[src/rtl/atm_txn_engine.sv]
// Multi-account ATM transaction engine.
// Each request goes through authentication and execution in fixed latency.
module atm_txn_engine #(
  parameter int NUM_ACC = 16,
  parameter int ACC_W = 4,
  parameter int PIN_W = 16,
  parameter int BAL_W = 32,
  parameter int MAX_TRIES = 3,
  parameter int WD_LIMIT = 1000,
  parameter int INIT_BAL = 500,
  parameter logic [PIN_W-1:0] INIT_PIN = 16'h1234
) (
  input  logic             clk_i,
  input  logic             rst_i,
  input  logic             start_i,
  output logic             ready_o,
  input  logic [2:0]       op_i,
  input  logic [ACC_W-1:0] acc_num_i,
  input  logic [PIN_W-1:0] pin_i,
  input  logic [PIN_W-1:0] new_pin_i,
  input  logic [BAL_W-1:0] amount_i,
  output logic             done_o,
  output logic             success_o,
  output logic [2:0]       err_o,
  output logic [BAL_W-1:0] balance_o,
  output logic             locked_o,
  output logic [1:0]       state_o
);

  typedef enum logic [1:0] {
    IDLE = 2'd0,
    AUTH = 2'd1,
    EXEC = 2'd2,
    DONE = 2'd3
  } state_t;

  localparam logic [2:0] OP_WD  = 3'd1;
  localparam logic [2:0] OP_DEP = 3'd2;
  localparam logic [2:0] OP_PIN = 3'd3;

  localparam logic [2:0] E_OK     = 3'd0;
  localparam logic [2:0] E_BADACC = 3'd1;
  localparam logic [2:0] E_LOCKED = 3'd2;
  localparam logic [2:0] E_BADPIN = 3'd3;
  localparam logic [2:0] E_FUNDS  = 3'd4;
  localparam logic [2:0] E_LIMIT  = 3'd5;
  localparam logic [2:0] E_OVFL   = 3'd6;
  localparam logic [2:0] E_BADOP  = 3'd7;

  localparam int FW = $clog2(MAX_TRIES + 1);

  state_t state_q, state_d;

  logic [2:0]       op_q;
  logic [ACC_W-1:0] acc_q;
  logic [PIN_W-1:0] pin_q;
  logic [PIN_W-1:0] npin_q;
  logic [BAL_W-1:0] amt_q;
  logic [2:0]       aerr_q;
  logic             lk_q;

  logic [BAL_W-1:0] bal_mem_q [NUM_ACC];
  logic [PIN_W-1:0] pin_mem_q [NUM_ACC];
  logic [FW-1:0]    fail_q    [NUM_ACC];
  logic             lock_q    [NUM_ACC];

  logic             succ_q;
  logic [2:0]       err_q;
  logic [BAL_W-1:0] balo_q;
  logic             lko_q;

  logic             acc_ok;
  logic [ACC_W-1:0] idx;
  logic [BAL_W-1:0] cur_bal;
  logic [FW-1:0]    fail_nx;
  logic [BAL_W:0]   dep_sum;
  logic [2:0]       ex_err;
  logic [BAL_W-1:0] ex_bal;

  // FSM state register
  always_ff @(posedge clk_i) begin
    if (rst_i) state_q <= IDLE;
    else       state_q <= state_d;
  end

  // Next state and handshake outputs
  always_comb begin
    state_d = state_q;
    ready_o = 1'b0;
    done_o  = 1'b0;
    unique case (state_q)
      IDLE: begin
        ready_o = 1'b1;
        if (start_i) state_d = AUTH;
      end
      AUTH: state_d = EXEC;
      EXEC: state_d = DONE;
      DONE: begin
        done_o  = 1'b1;
        state_d = IDLE;
      end
      default: state_d = IDLE;
    endcase
  end

  // Account lookup and execution result for the latched request
  always_comb begin
    acc_ok  = (int'(acc_q) < NUM_ACC);
    idx     = acc_ok ? acc_q : '0;
    cur_bal = bal_mem_q[idx];
    fail_nx = fail_q[idx] + FW'(1);
    dep_sum = {1'b0, cur_bal} + {1'b0, amt_q};
    ex_err  = aerr_q;
    ex_bal  = acc_ok ? cur_bal : '0;
    if (aerr_q == E_OK) begin
      if (op_q == OP_WD) begin
        if (amt_q > BAL_W'(WD_LIMIT))  ex_err = E_LIMIT;
        else if (amt_q > cur_bal)      ex_err = E_FUNDS;
        else                           ex_bal = cur_bal - amt_q;
      end else if (op_q == OP_DEP) begin
        if (dep_sum[BAL_W]) ex_err = E_OVFL;
        else                ex_bal = dep_sum[BAL_W-1:0];
      end
    end
  end

  // Request latch, account arrays and registered result
  always_ff @(posedge clk_i) begin
    if (rst_i) begin
      op_q   <= '0;
      acc_q  <= '0;
      pin_q  <= '0;
      npin_q <= '0;
      amt_q  <= '0;
      aerr_q <= E_OK;
      lk_q   <= 1'b0;
      succ_q <= 1'b0;
      err_q  <= E_OK;
      balo_q <= '0;
      lko_q  <= 1'b0;
      for (int i = 0; i < NUM_ACC; i++) begin
        bal_mem_q[i] <= BAL_W'(INIT_BAL);
        pin_mem_q[i] <= INIT_PIN;
        fail_q[i]    <= '0;
        lock_q[i]    <= 1'b0;
      end
    end else begin
      unique case (state_q)
        IDLE: begin
          if (start_i) begin
            op_q   <= op_i;
            acc_q  <= acc_num_i;
            pin_q  <= pin_i;
            npin_q <= new_pin_i;
            amt_q  <= amount_i;
          end
        end
        AUTH: begin
          if (!acc_ok) begin
            aerr_q <= E_BADACC;
            lk_q   <= 1'b0;
          end else if (lock_q[idx]) begin
            aerr_q <= E_LOCKED;
            lk_q   <= 1'b1;
          end else if (pin_q != pin_mem_q[idx]) begin
            aerr_q      <= E_BADPIN;
            fail_q[idx] <= fail_nx;
            if (int'(fail_nx) >= MAX_TRIES) begin
              lock_q[idx] <= 1'b1;
              lk_q        <= 1'b1;
            end else begin
              lk_q <= 1'b0;
            end
          end else begin
            fail_q[idx] <= '0;
            lk_q        <= 1'b0;
            aerr_q      <= (op_q > OP_PIN) ? E_BADOP : E_OK;
          end
        end
        EXEC: begin
          err_q  <= ex_err;
          succ_q <= (ex_err == E_OK);
          balo_q <= ex_bal;
          lko_q  <= lk_q;
          if (ex_err == E_OK) begin
            if (op_q == OP_WD || op_q == OP_DEP)
              bal_mem_q[idx] <= ex_bal;
            else if (op_q == OP_PIN)
              pin_mem_q[idx] <= npin_q;
          end
        end
        default: ;
      endcase
    end
  end

  assign success_o = succ_q;
  assign err_o     = err_q;
  assign balance_o = balo_q;
  assign locked_o  = lko_q;
  assign state_o   = state_q;

endmodule

[config.mk]
export PLATFORM = sky130hd
export DESIGN_NAME = atm_txn_engine
export DESIGN_NICKNAME = d
export VERILOG_FILES = /design/src/rtl/atm_txn_engine.sv
export SDC_FILE = /design/constraint.sdc
export NUM_CORES = 2
export LEC_CHECK = 0
export CORE_MARGIN = 2
export CORE_UTILIZATION = 35
export DETAILED_ROUTE_END_ITERATION = 8
export PLACE_DENSITY = 0.47
export RECOVER_POWER = 100
export SETUP_SLACK_MARGIN = 0.02
export SYNTH_ARGS = -nofsm -noshare
export SYNTH_HDL_FRONTEND = slang
export SYNTH_SLANG_ARGS = --single-unit
[constraint.sdc]
create_clock -name clk_i -period 9.2 [get_ports clk_i]
set_input_delay 1.84 -clock clk_i [delete_from_list [all_inputs] [get_ports clk_i]]
set_output_delay 1.84 -clock clk_i [all_outputs]
set_load 0.02 [all_outputs]
==> results.cfg <==
[global_route]
track_usage = 0.218
grt_pass1_wl_microns = 208000
grt_pass1_vias = 28300
antenna_found_initial = 4
globalRouteOverflowTotal = 0
grt_max_degree = 77

[yosys]
synthDistinctLibCells = 99
synth_top_cells_by_area = edfxtp_1 (53%), mux4_2 (12%), dfxtp_1 (6.0%)
syn_area_sq_um = 45000
yosysWarnings = 0
yosys.area.top_type = edfxtp_1
mappedNetlistNets = 3527
ys_top_cells_by_count = edfxtp_1 (800), nor2_1 (538), nand2_1 (243)
syn_area_per_cell_sq_um = 13.3
synth_top_area_frac = 0.534
synth-async-reset-ratio = 0
ys_seq_elements = 934
yosysSeqAreaShare = 0.594
yosysMostFrequentCell = edfxtp_1
synth_flop_cell = edfxtp_1
synthCells = 3382
synth_edf_count = 800

[setup_path]
required_ns = 9.54
cpLargestDelayFamily = simple AND/OR/NAND/NOR gates
start_kind = flop
cp_max_fo = 27
crit_buf_inv = 3
cp_slowest_cell = dfxtp_4
critPathCaptureType = flop
arrival_ns = 8.46
path_cells = buf_4 -> mux4_2 -> mux4_2 -> ha_1 -> nor2_1 -> a2111oi_2 -> nor2_1 -> o21ai_0 -> or4_1 -> a21o_1 -> a21oi_2 -> nand4bb_4 -> or3_1 -> buf_4 -> nand2b_2 -> clkbuf_1
slowest_delay_ns = 0.72
crit_type = flop to flop

[pwr]
ir_worst_vdd_uv = 160
leakage_nw = 16.2
p_per_area_nw_per_um2 = 257

[floorplanning]
core_area_sq_um = 128000
die_area_sq_um = 131000
ios = 115
die_w_microns = 362
start_util = 0.353
rows = 131
die_h_microns = 362

[timing]
setup_ws_ns = 1.08
hold_violations = 0
skew_ns = 0.0287
relSlewSlack = -1.40
rsz0062_at_grt = false
final.setup.tns_ns = 0
post-route-period-util = 0.883
min_period_ns = 8.12
setup_viol = 0
fmax_mhz = 123
slew_viol_final = 407
tightestPinTransition_ns = 3.60

[place]
io_buffers = 114
gp_congestion = 0.901
placedCellCount = 4980
dp_slack_ns = 1.77
dpl.hpwl_microns = 95100

[final_layout]
n_antenna_cell = 0
fin_util = 0.397
areaGrowthSynthToFinish_pct = 12.6
layout-drive-gt1-share = 0.150
final_net_count = 3569
instances_no_fill = 5171
fill_cells = 12000

[cts]
htree_levels = 3
cts.clk_slew.worst_paths_ns = 0.06
postCtsSetupRepairBufs = 0
cts-buffers-inserted = 104
ctsResizeCount = 0
ctsHoldBuffers = 0
clk_latency_ns = 0.72
clock-sinks = 934
cts_buffer_depth = 3
cts_tree = yes
cts_root_buf = clkbuf_16

[min_path]
hp-class = flop to flop

[detailed_routing]
drc = 0
wl_per_cell_microns = 27.7
vias_per_cell = 5.43
drtPass1Iterations = 5
via_count = 28100
ant_nets = 0
finalWirelength_microns = 143000
drt_iter0_drc = 2668

[flow_run]
drv_cap = 13

[run_status]
violations = max-capacitance violations, max-slew violations
status = complete, but fails checks
## kinds of logic (layout without fill, tap and decap cells)
family / after synthesis / after routing / share of synthesized area
xor gates and xnor gates: 29 / 29 / 0.00565
adders and majority gates: 71 / 71 / 0.0201
AOI/OAI and AO/OA: 409 / 409 / 0.0666
and+or+nand+nor: 1314 / 1314 / 0.140
muxes: 266 / 266 / 0.132
buffers and inverters: 359 / 486 / 0.0419
DFF: 934 / 934 / 0.594
## report_power, final
part           switching (mW)  internal (mW)  total [mW]
Combinational            2.51           1.21        3.72
Sequential              0.292           4.82        5.11
Clock                    1.77           2.40        4.17
## flip-flops by register name, summed over array words and instances (netlist names), named ones only
name / cells
balance_o: 32
bal_mem_q: 512
aerr_q: 3
err_o: 3
op_q: 3
pin_q: 16
npin_q: 16
state_o: 2
acc_q: 4
locked_o: 1
success_o: 1
amt_q: 32
lock_q: 16
pin_mem_q: 256
fail_q: 32
lk_q: 1
## final timing paths
kind,startpoint,endpoint,slack (ns),cells past startpoint
worst min register to register,balance_o[30],balance_o[30],0.47,2
worst max register to register,flop,bal_mem_q[5][25],1.08,16
worst min-delay path,balance_o[30],balance_o[30],0.47,2
worst max-delay path,flop,bal_mem_q[5][25],1.08,16
## cell usage in the layout, fill, tap and decap left out, types with 41 or more instances in the layout
master           instances
nand2_1                242
edfxtp_1               800
inv_1                   91
dfxtp_1                130
and2_1                  88
nor2_1                 537
and2_0                  95
clkbuf_16              106
nor3_1                  47
clkdlybuf4s50_1         72
mux4_2                 236
a21oi_1                135
ha_1                    68
buf_4                   53
nand2b_1               132
clkbuf_1                49
dlygate4sd3_1           41
## routing by layer
metal / wire [microns] / GRT usage / part of all wire / up-vias
met1: 61300 / 0.291 / 0.43 / 14500
met4: 4250 / 0.0606 / 0.030 / 0
li1: - / - / - / 12500
met5: 0 / 0 / 0 / -
met3: 6600 / 0.0277 / 0.046 / 186
met2: 71200 / 0.374 / 0.50 / 828
## worst min-delay path: cells and delay by family, from the launching register on
kind	cells	cell delay (ns)
AO/OA/AOI/OAI	1	0.05
flip-flops	1	0.31
AND/OR/NAND/NOR	1	0.06
## metrics by stage
step           hold slack (ns)  cell area [sq um]  total power, mW
2_1_floorplan            0.449              45000             7.59
4_1_cts                  0.476              50900             13.2
6_report                 0.471              50600             13.0
3_5_place_dp             0.468              47500             9.01
3_3_place_gp             0.460              47500             9.03
5_1_grt                  0.492              50600             13.5
## cell type report
type | count | area [sq um] | share of cell area
clock buffer | 136 | 2890 | 0.0570
clock inverter | 55 | 489 | 0.00966
inverter | 92 | 345 | 0.00682
multi-input combinational | 2089 | 16400 | 0.323
sequential | 934 | 26700 | 0.528
tap | 1662 | 2080 | 0.0411
timing repair buffer | 203 | 1740 | 0.0343
Power figures use the tool's default switching activity.
